===== config.mk =====
export PLATFORM = sky130hd
export DESIGN_NAME = vga_pixel_feeder
export DESIGN_NICKNAME = d
export VERILOG_FILES = /design/src/rtl/vga_pkg.sv /design/src/rtl/vga_pixel_fifo.sv /design/src/rtl/vga_pixel_feeder.sv
export SDC_FILE = /design/constraint.sdc
export NUM_CORES = 1
export LEC_CHECK = 0
export ABC_CLOCK_PERIOD_IN_PS = 7800
export CORE_ASPECT_RATIO = 0.6
export CORE_MARGIN = 2
export CORE_UTILIZATION = 42
export CTS_CLUSTER_DIAMETER = 150
export DETAILED_ROUTE_END_ITERATION = 6
export PLACE_DENSITY = 0.7
export SYNTH_ARGS = -nofsm -noshare
export SYNTH_HDL_FRONTEND = slang
export SYNTH_SLANG_ARGS = --single-unit
export TNS_END_PERCENT = 50

===== constraint.sdc =====
create_clock -name MAX10_CLK1_50 -period 7.8 [get_ports MAX10_CLK1_50]
set_clock_uncertainty 0.2 [all_clocks]
set_input_delay 1.56 -clock MAX10_CLK1_50 [delete_from_list [all_inputs] [get_ports MAX10_CLK1_50]]
set_output_delay 1.56 -clock MAX10_CLK1_50 [all_outputs]
set_load 0.05 [all_outputs]

===== src/rtl/vga_pkg.sv =====
// Shared constants and types for the VGA pixel feeder.
//   H_ACTIVE / V_ACTIVE : visible raster size
//   PIX_W / ADDR_W      : pixel and framebuffer word-address widths
//   RGB slice positions : {R[3:0], G[3:0], B[3:0]} packing of a pixel
//   feed_state_e        : feeder fetch state
package vga_pkg;

  localparam int H_ACTIVE    = 800;
  localparam int V_ACTIVE    = 600;
  localparam int PIX_W       = 12;
  localparam int ADDR_W      = 19;
  localparam int FRAME_WORDS = H_ACTIVE * V_ACTIVE;

  localparam int RED_MSB = 11;
  localparam int RED_LSB = 8;
  localparam int GRN_MSB = 7;
  localparam int GRN_LSB = 4;
  localparam int BLU_MSB = 3;
  localparam int BLU_LSB = 0;

  typedef enum logic [1:0] {
    ST_IDLE  = 2'd0,
    ST_FETCH = 2'd1,
    ST_DONE  = 2'd2
  } feed_state_e;

endpackage


===== src/rtl/vga_pixel_fifo.sv =====
// Synchronous show-ahead pixel FIFO. The head entry is always visible on
// data_out (zero when empty); pop advances it on the next clock.
//   clk, rst_n   : clock, asynchronous active-low reset
//   push/data_in : write one entry (ignored when full)
//   pop          : drop the head entry (ignored when empty)
//   flush        : empty the FIFO; overrides push and pop
//   data_out     : head entry, all zero when empty
//   level        : occupancy, one bit wider than the pointers
//   empty, full  : occupancy flags
module vga_pixel_fifo #(
  parameter int DW    = 12,
  parameter int DEPTH = 16,
  parameter int AW    = $clog2(DEPTH)
) (
  input  logic          clk,
  input  logic          rst_n,
  input  logic          push,
  input  logic          pop,
  input  logic          flush,
  input  logic [DW-1:0] data_in,
  output logic [DW-1:0] data_out,
  output logic [AW:0]   level,
  output logic          empty,
  output logic          full
);

  logic [DW-1:0] mem_q [DEPTH];
  logic [DW-1:0] mem_d [DEPTH];
  logic [AW-1:0] wr_ptr_q, wr_ptr_d;
  logic [AW-1:0] rd_ptr_q, rd_ptr_d;
  logic [AW:0]   level_q, level_d;
  logic          wr_s;
  logic          rd_s;

  assign empty    = (level_q == {(AW+1){1'b0}});
  assign full     = (level_q == (AW+1)'(DEPTH));
  assign level    = level_q;
  assign data_out = empty ? {DW{1'b0}} : mem_q[rd_ptr_q];
  assign wr_s     = push && !full;
  assign rd_s     = pop && !empty;

  // Next-state for storage, pointers and occupancy; pointers wrap naturally.
  always_comb begin
    mem_d    = mem_q;
    wr_ptr_d = wr_ptr_q;
    rd_ptr_d = rd_ptr_q;
    level_d  = level_q;
    if (flush) begin
      wr_ptr_d = {AW{1'b0}};
      rd_ptr_d = {AW{1'b0}};
      level_d  = {(AW+1){1'b0}};
    end else begin
      if (wr_s) begin
        mem_d[wr_ptr_q] = data_in;
        wr_ptr_d        = wr_ptr_q + AW'(1);
      end else begin
        wr_ptr_d = wr_ptr_q;
      end
      if (rd_s) begin
        rd_ptr_d = rd_ptr_q + AW'(1);
      end else begin
        rd_ptr_d = rd_ptr_q;
      end
      case ({wr_s, rd_s})
        2'b10:   level_d = level_q + (AW+1)'(1);
        2'b01:   level_d = level_q - (AW+1)'(1);
        default: level_d = level_q;
      endcase
    end
  end

  // FIFO state registers.
  always_ff @(posedge clk or negedge rst_n) begin
    if (!rst_n) begin
      for (int i = 0; i < DEPTH; i++) begin
        mem_q[i] <= {DW{1'b0}};
      end
      wr_ptr_q <= {AW{1'b0}};
      rd_ptr_q <= {AW{1'b0}};
      level_q  <= {(AW+1){1'b0}};
    end else begin
      mem_q    <= mem_d;
      wr_ptr_q <= wr_ptr_d;
      rd_ptr_q <= rd_ptr_d;
      level_q  <= level_d;
    end
  end

endmodule


===== src/rtl/vga_pixel_feeder.sv =====
// Framebuffer-to-timing-stage pixel feeder. Reads the framebuffer linearly
// through a fixed-latency read port and hands pixels to the timing stage
// out of a show-ahead FIFO; frame_start restarts the walk at address 0.
//   MAX10_CLK1_50 : pixel/system clock (posedge)
//   reset_n       : asynchronous active-low reset
//   frame_start   : one-cycle restart pulse, highest priority
//   pix_req       : timing stage consumes pix_data this cycle
//   pix_data      : FIFO head pixel, 12'h000 when empty
//   pix_valid     : FIFO not empty
//   underflow     : sticky, pix_req while empty; cleared by frame_start
//   fifo_level    : FIFO occupancy
//   mem_rd_en     : framebuffer read strobe
//   mem_addr      : read address, valid with mem_rd_en
//   mem_rd_data   : read data, RD_LAT cycles after mem_rd_en
module vga_pixel_feeder #(
  parameter int   H_ACTIVE   = vga_pkg::H_ACTIVE,
  parameter int   V_ACTIVE   = vga_pkg::V_ACTIVE,
  parameter int   FIFO_DEPTH = 16,
  parameter int   RD_LAT     = 2,
  localparam int  LVL_W      = $clog2(FIFO_DEPTH) + 1
) (
  input  logic                       MAX10_CLK1_50,
  input  logic                       reset_n,
  input  logic                       frame_start,
  input  logic                       pix_req,
  output logic [vga_pkg::PIX_W-1:0]  pix_data,
  output logic                       pix_valid,
  output logic                       underflow,
  output logic [LVL_W-1:0]           fifo_level,
  output logic                       mem_rd_en,
  output logic [vga_pkg::ADDR_W-1:0] mem_addr,
  input  logic [vga_pkg::PIX_W-1:0]  mem_rd_data
);

  import vga_pkg::*;

  localparam int                FRAME_LEN = H_ACTIVE * V_ACTIVE;
  localparam logic [ADDR_W-1:0] LAST_ADDR = ADDR_W'(FRAME_LEN - 1);

  feed_state_e       state_q, state_d;
  logic [ADDR_W-1:0] addr_q, addr_d;
  logic [RD_LAT-1:0] vld_pipe_q, vld_pipe_d;
  logic              underflow_q, underflow_d;

  logic [LVL_W-1:0]  inflight_s;
  logic [LVL_W-1:0]  fifo_level_s;
  logic              fifo_empty_s;
  logic              fifo_full_s;
  logic              credit_ok_s;
  logic              issue_s;
  logic              push_s;
  logic              pop_s;

  // Reads currently travelling through the memory pipeline.
  always_comb begin
    inflight_s = {LVL_W{1'b0}};
    for (int i = 0; i < RD_LAT; i++) begin
      inflight_s = inflight_s + LVL_W'(vld_pipe_q[i]);
    end
  end

  // Every read already issued owns a FIFO slot, so the FIFO can never overflow.
  assign credit_ok_s = ({1'b0, fifo_level_s} + {1'b0, inflight_s}) < (LVL_W+1)'(FIFO_DEPTH);

  // A restart discards both the returning word and the consumer's request.
  assign push_s = vld_pipe_q[RD_LAT-1] && !frame_start && !fifo_full_s;
  assign pop_s  = pix_req && !fifo_empty_s && !frame_start;

  // Fetch FSM, address counter, read-valid pipe and sticky underflow.
  always_comb begin
    state_d     = state_q;
    addr_d      = addr_q;
    vld_pipe_d  = vld_pipe_q;
    underflow_d = underflow_q;
    issue_s     = 1'b0;
    if (frame_start) begin
      state_d     = ST_FETCH;
      addr_d      = {ADDR_W{1'b0}};
      vld_pipe_d  = {RD_LAT{1'b0}};
      underflow_d = 1'b0;
    end else begin
      issue_s       = (state_q == ST_FETCH) && credit_ok_s;
      vld_pipe_d[0] = issue_s;
      for (int i = 1; i < RD_LAT; i++) begin
        vld_pipe_d[i] = vld_pipe_q[i-1];
      end
      if (pix_req && fifo_empty_s) begin
        underflow_d = 1'b1;
      end else begin
        underflow_d = underflow_q;
      end
      if (issue_s) begin
        addr_d = addr_q + ADDR_W'(1);
      end else begin
        addr_d = addr_q;
      end
      case (state_q)
        ST_IDLE:  state_d = ST_IDLE;
        ST_FETCH: begin
          if (issue_s && (addr_q == LAST_ADDR)) begin
            state_d = ST_DONE;
          end else begin
            state_d = ST_FETCH;
          end
        end
        ST_DONE:  state_d = ST_DONE;
        default:  state_d = ST_IDLE;
      endcase
    end
  end

  // Feeder state registers.
  always_ff @(posedge MAX10_CLK1_50 or negedge reset_n) begin
    if (!reset_n) begin
      state_q     <= ST_IDLE;
      addr_q      <= {ADDR_W{1'b0}};
      vld_pipe_q  <= {RD_LAT{1'b0}};
      underflow_q <= 1'b0;
    end else begin
      state_q     <= state_d;
      addr_q      <= addr_d;
      vld_pipe_q  <= vld_pipe_d;
      underflow_q <= underflow_d;
    end
  end

  vga_pixel_fifo #(
    .DW    (PIX_W),
    .DEPTH (FIFO_DEPTH)
  ) u_fifo (
    .clk      (MAX10_CLK1_50),
    .rst_n    (reset_n),
    .push     (push_s),
    .pop      (pop_s),
    .flush    (frame_start),
    .data_in  (mem_rd_data),
    .data_out (pix_data),
    .level    (fifo_level_s),
    .empty    (fifo_empty_s),
    .full     (fifo_full_s)
  );

  assign pix_valid  = !fifo_empty_s;
  assign underflow  = underflow_q;
  assign fifo_level = fifo_level_s;
  assign mem_rd_en  = issue_s;
  assign mem_addr   = addr_q;

endmodule


==> summary.txt <==
count leader, synth: dfrtp_1
Die Y: 131 µm
Yosys top cell by area: dfrtp_1
Reg clk slew, reported paths: 60 ps
Final nets: 828
CORE AREA: 26500 µm²
count of cell types in the netlist: 59
critical path arrival: 3730 ps
Mapped Area: 11300 µm²
syn_area_per_cell: 14.7 µm²
first-pass GRT wire length: 41100 µm
crit path buf inv count: 1
reg-to-reg slack, setup: 4680 ps
die area: 28300 µm²
DR vias: 6618
H-tree depth: 1
Critical Path Start Type: flip-flop
vias in the first global route: 6881
Multi-input gate area: 5240 µm²
YS warnings: 0
Post-synth top cells: dfrtp_1 (229), mux2_2 (116), mux2_4 (80)
overall power: 3.72 mW
final hold viol count: 0
TritonCTS clock tree: built
Chip Width: 216 µm
Setup crit end kind: output port
CP Class: flip-flop to output port
critical path's largest stage delay: 770 ps
Layout fillers: 2253
grt ovf: 0
top_reg_cell synth: dfrtp_1
initial antenna violation count: 0
count of boundary I/O pins: 55
Initial DRC Count: 594
worst endpoint required time: 6040 ps
Final Setup Violations: 0
min Tclk post-route: 5490 ps
unrepaired setup endpoints after global routing: no
maxcap violations: 0
Initial Util: 42.8%
CTS root buffer: clkbuf_16
cell at the slowest stage of the critical path: clkdlybuf4s50_1
Port Buf Inserts: 54
register area share after synthesis: 50.6%
register bit total from synthesis: 229
Num Clock Sinks: 229
pwr dens: 288 nW/µm²
CP delay by family, top: simple AND/OR/NAND/NOR gates
largest net degree at the start of global routing: 112
drt drc: 0
non-filler cells, final: 1175
Max Clock Freq: 0.182 GHz
actual slew at the worst max-slew pin: 1080 ps
P_leak: 5.70 nW
register area: 5740 µm²
WL final: 25700 µm
post-route ant nets: 0
clock latency on the worst-skew pair: 520 ps
WL per Instance: 21.9 µm
Post-CTS Hold Buffers: 0
routability cong.: 0.828
fraction of layout cells with a size suffix above 1: 37.5%
hpwl dp: 15600 µm
total CTS buffers: 24
Peak VDD IR: 150 µV
clk buf depth: 3
run status: finished clean
number of placement rows: 46
Synth Instances: 772
post-CTS setup buffer count: 0
Cell Chain, Critical Path: nor4_2 > nand2_1 > nand2b_1 > o22ai_1 > clkdlybuf4s50_1
Synth top area share: 50.6%
syn nets: 799
Final period util: 70.4%
ys async rst share: 100%
Post-synth EDFFs: 0
vias per cell: 5.63
Hold/Removal Path Class: flip-flop to flip-flop
1st-pass router iterations: 6
Area growth, synth to finish: 14.0%
Crit Path Max Fanout: 12
Tot GR Track Use: 18.4%
synth top area cells: dfrtp_1 (51%), mux2_2 (12%), mux2_4 (11%), mux4_2 (9.5%), mux2i_1 (2.4%)
Resized Gates After CTS: 0
Ant. Diodes: 0
headroom to the max-slew limit: 27.5%
setup TNS: 0 ps
placed cells: 1135
final slew viol count: 0
[cell usage in the layout, fill, tap and decap left out, drive strengths merged, types with 2 or more instances in the layout]
cell type,count
nor2b,6
nor4,4
buf,9
clkdlybuf4s50,53
nand2b,5
nand4,5
nor2,30
mux2,196
a31oi,2
xnor2,3
nand3b,2
o41ai,2
or4b,3
o211ai,8
and3,3
clkbuf,32
a21oi,18
inv,11
mux2i,27
bufinv,4
ha,11
dfrtp,229
clkinv,2
mux4,48
nand3,10
nand2,17
o22ai,12
clkinvlp,2
xor2,10
or4,9
or3,3
o31ai,7
o21ai,9
and4,2
nor3b,2
[metal layers]
layer  vias up  GRT usage (%)  share of wire [%]
met5         -              0                  0
met4         0           2.36                1.1
met3        27           2.55                4.0
met2       128           28.8                 46
met1      3527           27.9                 49
li1       2936              -                  -
[area by class of cell]
class	instances	area share, %
inverters	11	0.320
multi-input cells	473	40.6
clock inverters	8	1.12
flip-flops and latches	229	44.4
well taps	360	3.49
clock buffers	32	5.36
repair buffers	62	4.69
[power breakdown]
| group | internal, mW | switching (mW) |
|---|---|---|
| Combinational | 0.450 | 0.652 |
| Sequential | 1.29 | 0.112 |
| Clock | 0.750 | 0.462 |
[flip-flops by register name, summed over array words and instances (netlist names)]
register         count
u_fifo.rd_ptr_q      4
mem_addr            19
vld_pipe_q           2
u_fifo.level         5
underflow            1
u_fifo.wr_ptr_q      4
u_fifo.mem_q       192
state_q              2
[cells by family after synthesis]
logic type	Yosys count	share of synthesized area, %
AO/OA/AOI/OAI	71	4.23
XOR/XNOR	13	1.01
buffers and inverters	70	3.10
flip-flops	229	50.6
multiplexers	271	34.1
AND/OR/NAND/NOR	107	5.78
adder cells (fa/ha/maj)	11	1.22
[stage by stage]
step                      worst slack [ps]  cell area [µm²]  utilization [%]  hold WS [ps]
after floorplan                       3200            11300                -           268
after global placement                2740            12100             45.6           283
after detailed placement              2740            12100             45.6           287
after CTS                             2320            12900             48.8           301
after global routing                  2130            12900             48.8           312
final                                 2310            12900             48.8           298
[worst paths after layout]
path,startpoint,to,cells past startpoint
max,u_fifo.level[1]$_DFFE_PN0P_,pix_data[9],5
min,u_fifo.mem_q[103]$_DFFE_PN0P_,u_fifo.mem_q[103]$_DFFE_PN0P_,1
max reg2reg,u_fifo.level[1]$_DFFE_PN0P_,u_fifo.level[4]$_DFFE_PN0P_,8
min reg2reg,u_fifo.mem_q[103]$_DFFE_PN0P_,u_fifo.mem_q[103]$_DFFE_PN0P_,1
max in group asynchronous,reset_n,u_fifo.mem_q[110]$_DFFE_PN0P_,2
min in group asynchronous,reset_n,u_fifo.mem_q[167]$_DFFE_PN0P_,1
(Power assumes the default switching activity.)
